## src/rtl/merge3_arbiter.sv

```systemverilog
// merge3_arbiter: 2:1 NoC flit merge with a round-robin grant and a 2-entry {sel,data} output skid buffer.
// Define MERGE3_ARBITER_PKT_LOCK_EN to hold the grant for a whole packet (wormhole) until its tail flit.
module merge3_arbiter #(
    parameter int W     = 9,
    parameter int DEPTH = 2
) (
    input  logic         CLK,
    input  logic         RESET,
    input  logic [W-1:0] in0_data,
    input  logic         in0_valid,
    output logic         in0_ready,
    input  logic [W-1:0] in1_data,
    input  logic         in1_valid,
    output logic         in1_ready,
    output logic [W-1:0] out_data,
    output logic         out_sel,
    output logic         out_valid,
    input  logic         out_ready
);
    localparam logic [1:0] FULL = 2'(DEPTH);

    logic         space;
    logic         elig0;
    logic         elig1;
    logic         grant;
    logic         acc0;
    logic         acc1;
    logic         push;
    logic         pop;
    logic [W-1:0] push_data;
    logic [1:0]   count;
    logic         wr_ptr;
    logic         rd_ptr;
    logic         rr;
    logic [W-1:0] buf_data [DEPTH];
    logic         buf_sel  [DEPTH];

`ifdef MERGE3_ARBITER_PKT_LOCK_EN
    typedef enum logic [1:0] {IDLE, LOCK0, LOCK1} state_t;
    state_t state;
    state_t state_nxt;

    always_ff @(posedge CLK) begin
        if (RESET) state <= IDLE;
        else       state <= state_nxt;
    end

    // A single-flit packet (tail on first flit) never takes the lock.
    always_comb begin
        state_nxt = state;
        case (state)
            IDLE: begin
                if (acc0 && !in0_data[W-1])      state_nxt = LOCK0;
                else if (acc1 && !in1_data[W-1]) state_nxt = LOCK1;
            end
            LOCK0:   if (acc0 && in0_data[W-1]) state_nxt = IDLE;
            LOCK1:   if (acc1 && in1_data[W-1]) state_nxt = IDLE;
            default: state_nxt = IDLE;
        endcase
    end

    assign elig0 = in0_valid && (state != LOCK1);
    assign elig1 = in1_valid && (state != LOCK0);
`else
    assign elig0 = in0_valid;
    assign elig1 = in1_valid;
`endif

    // Space comes from the registered count only, so ready never sees out_ready.
    assign space     = !RESET && (count < FULL);
    assign grant     = (elig0 && elig1) ? ~rr : elig1;
    assign acc0      = space && elig0 && !grant;
    assign acc1      = space && elig1 && grant;
    assign in0_ready = acc0;
    assign in1_ready = acc1;
    assign push      = acc0 || acc1;
    assign push_data = acc1 ? in1_data : in0_data;

    assign out_valid = !RESET && (count != 2'd0);
    assign pop       = out_valid && out_ready;
    assign out_data  = out_valid ? buf_data[rd_ptr] : '0;
    assign out_sel   = out_valid && buf_sel[rd_ptr];

    always_ff @(posedge CLK) begin
        if (RESET) begin
            count  <= 2'd0;
            wr_ptr <= 1'b0;
            rd_ptr <= 1'b0;
            rr     <= 1'b1;
        end else begin
            if (push) begin
                wr_ptr <= ~wr_ptr;
                rr     <= grant;
            end
            if (pop) rd_ptr <= ~rd_ptr;
            case ({push, pop})
                2'b10:   count <= count + 2'd1;
                2'b01:   count <= count - 2'd1;
                default: count <= count;
            endcase
        end
    end

    // Buffer storage carries no reset; count alone decides what is live.
    always_ff @(posedge CLK) begin
        if (push) begin
            buf_data[wr_ptr] <= push_data;
            buf_sel[wr_ptr]  <= acc1;
        end
    end
endmodule

```

## config.mk

```make
export PLATFORM = sky130hd
export DESIGN_NAME = merge3_arbiter
export DESIGN_NICKNAME = d
export VERILOG_FILES = /design/src/rtl/merge3_arbiter.sv
export SDC_FILE = /design/constraint.sdc
export NUM_CORES = 1
export LEC_CHECK = 0
export BUFFER_PORTS_ARGS = -buffer_cell sky130_fd_sc_hd__buf_2
export CELL_PAD_IN_SITES_DETAIL_PLACEMENT = 1
export CELL_PAD_IN_SITES_GLOBAL_PLACEMENT = 2
export CORE_UTILIZATION = 35
export DETAILED_ROUTE_END_ITERATION = 8
export PLACE_DENSITY_LB_ADDON = 0.25
export SLEW_MARGIN = 20
export SYNTH_ARGS = -nofsm -noshare
export SYNTH_HDL_FRONTEND = slang
export SYNTH_SLANG_ARGS = --single-unit
```

## constraint.sdc

```tcl
create_clock -name CLK -period 4.1 [get_ports CLK]
set_input_delay 0.41 -clock CLK [delete_from_list [all_inputs] [get_ports CLK]]
set_output_delay 0.41 -clock CLK [all_outputs]
set_load 0.01 [all_outputs]
```

==> impl_metrics.json <==
{
  "cp.arrival_ns": 2.23,
  "die_w_um": 60.7,
  "setup_tns_ns": 0,
  "syn_inst": 88,
  "globalRouteTotalUtil": 0.134,
  "synth_cell_type_count": 25,
  "synth_nets": 112,
  "antenna_found_initial": 0,
  "ir_drop_mv": 0.166,
  "area_growth_pct": 18.7,
  "post_cts_resized": 0,
  "cp_max_fo": 11,
  "wirelength_um": 2240,
  "drtAntennaViolNets": 0,
  "clkSlewWorstSetupHoldPaths_ns": 0.13,
  "min_from": "RESET",
  "hpwl_um": 1700,
  "yosys.area.top_type": "edfxtp_1",
  "synth.ff_latch_count": 26,
  "critPathKind": "reg -> reg",
  "viasPerCell": 4.65,
  "grt-ovfl-total": 0,
  "setup_ws_ns": 2.11,
  "hold_path_end": "count[1]",
  "die_y_um": 60.7,
  "rsz0062_at_grt": "false",
  "hold_class": "in -> reg",
  "numCtsBuffers": 3,
  "r2r.worst_path.cells": 6,
  "vias": 776,
  "finalHoldViolCount": 0,
  "drv_slew": 0,
  "yosysWarningCount": 0,
  "clock_latency_ns": 0.30,
  "num_antenna_cells": 0,
  "wl_per_cell_um": 13.4,
  "first_iter_violations": 13,
  "critPathRequiredTime_ns": 4.35,
  "fin_skew_ns": 0.000876,
  "post-place-ws_ns": 2.07,
  "status": "finished clean",
  "grt_pass1_wl_um": 3530,
  "grt_start_max_net_pins": 15,
  "rows": 20,
  "power_density_nw_per_um2": 403,
  "pin_count": 36,
  "nNetsFinal": 148,
  "htreeDepth": 1,
  "port_buffers": 35,
  "critPathLaunchType": "flip-flop",
  "end_kind": "flip-flop",
  "period_minus_slack_ns": 1.99,
  "firstDrtPassIters": 3,
  "fmax_mhz": 504,
  "postCtsHoldBufs": 0,
  "yosys.area.top_type_share": 0.498,
  "postCtsSetupBuffers": 0,
  "finalPower_uw": 577,
  "leakage_nw": 0.596,
  "gp_congestion": 0.701,
  "synth_area_per_cell_um2": 13.7,
  "die_area_um2": 3690,
  "clock_sinks": 26,
  "synth_area_leaders": "edfxtp_1, dfxtp_1, mux2i_1",
  "drive_above_1_share": 0.415,
  "root_buffer": "clkbuf_4",
  "slew-limit-headroom": 0.444,
  "drv_cap": 0,
  "r2r_end": "count[1]",
  "r2r-start": "count[1]",
  "clk_path_buf_depth": 2,
  "start_util": 0.383,
  "drc": 0,
  "period_share": 0.484,
  "ff2ff_setup_slack_ns": 2.11,
  "grt_pass1_vias": 801,
  "tightestPinTransition_ns": 0.831,
  "netlist_area_um2": 1210,
  "cts_tree": "built",
  "n_fill_cell": 373,
  "synth-seq-area-share": 0.598,
  "whs_path_depth": 2,
  "core_region_area_um2": 3150,
  "setup_viol": 0
}
[cells in the final DEF, fill, tap and decap left out, drive strengths merged]
| cell | n |
|---|---|
| buf | 35 |
| edfxtp | 20 |
| or2 | 1 |
| mux2 | 9 |
| o21ai | 3 |
| a21oi | 3 |
| clkbuf | 4 |
| nor2 | 14 |
| xnor2 | 1 |
| o21bai | 1 |
| nand2b | 1 |
| dfxtp | 6 |
| nand2 | 2 |
| mux2i | 12 |
| and3 | 1 |
| a211o | 1 |
| inv | 4 |
| ha | 1 |
| xor2 | 1 |
| and2 | 1 |
| or3 | 2 |
[state kept, by name, indices dropped and copies added (netlist names), named ones only]
signal,cells
buf_data,18
buf_sel,2
count,2
rd_ptr,1
rr,1
wr_ptr,1
[where the power goes]
part / internal [mW] / switching (mW) / total (mW)
sequential: 0.314 / 0.0232 / 0.338
combinational: 0.0657 / 0.0664 / 0.132
clock: 0.0379 / 0.0689 / 0.107
[critical path: stages (launching register included)]
cell and delay (ns):
dfxtp_1 0.38, o21bai_2 0.48, inv_2 0.07, and2_4 0.19, ha_1 0.33, or3_1 0.35, a21oi_1 0.13
[metrics by stage]
step | area, um2 | utilization | std cells | hold slack, ns
after detailed placement | 1410 | 0.446 | 163 | 0.499
after floorplan | 1210 | - | 88 | 0.438
after CTS | 1430 | 0.454 | 167 | 0.345
final | 1430 | 0.454 | 167 | 0.353
after global routing | 1430 | 0.454 | 167 | 0.346
after global placement | 1410 | 0.446 | 163 | 0.461
[metal layers]
metal  track usage  part of all wire  up-vias
li1              -                 -      380
met1         0.153              0.43      376
met2         0.253              0.53       18
met3        0.0192             0.036        2
met4        0.0487            0.0089        0
met5             0                 0        -
[worst max-delay path by stage]
stage / from / endpoint / slack (ns) / cells past startpoint
after global routing: count[1] / count[1] / 1.96 / 6
after detailed placement: RESET / count[1] / 2.07 / 7
after floorplan: RESET / count[1] / 2.42 / 7
final: count[1] / count[1] / 2.11 / 6
after global placement: RESET / count[1] / 2.15 / 7
after CTS: count[1] / count[1] / 2.09 / 6
[synthesized netlist by cell type]
master	n
nand2_1	2
nor2_2	1
or3_1	2
buf_1	1
ha_1	1
buf_6	2
mux2_1	1
xor2_1	1
o21ai_0	3
mux2_4	8
clkbuf_2	1
nor2_1	13
dfxtp_1	6
edfxtp_1	20
a211o_1	1
inv_1	3
and3_4	1
xnor2_1	1
o21bai_2	1
a21oi_1	3
mux2i_1	12
and2_4	1
or2_1	1
inv_2	1
nand2b_1	1
[kinds of logic (layout without fill, tap and decap cells)]
logic type,count (synthesis),count (layout),synth area share
xor gates and xnor gates,2,2,0.0145
AOI/OAI and AO/OA,8,8,0.0415
buffers and inverters,8,43,0.0384
DFF,26,26,0.598
and+or+nand+nor,22,22,0.0892
adders and majority gates,1,1,0.0104
muxes,21,21,0.209
[layout make-up]
cell class                 instances  area [um2]  area share
sequential                        26         721       0.503
multi-input combinational         54         439       0.307
timing repair buffer              35         175       0.122
clock buffer                       4        26.3      0.0184
inverter                           4        15.0      0.0105
tap                               44        55.1      0.0385
Power figures use the tool's default switching activity.
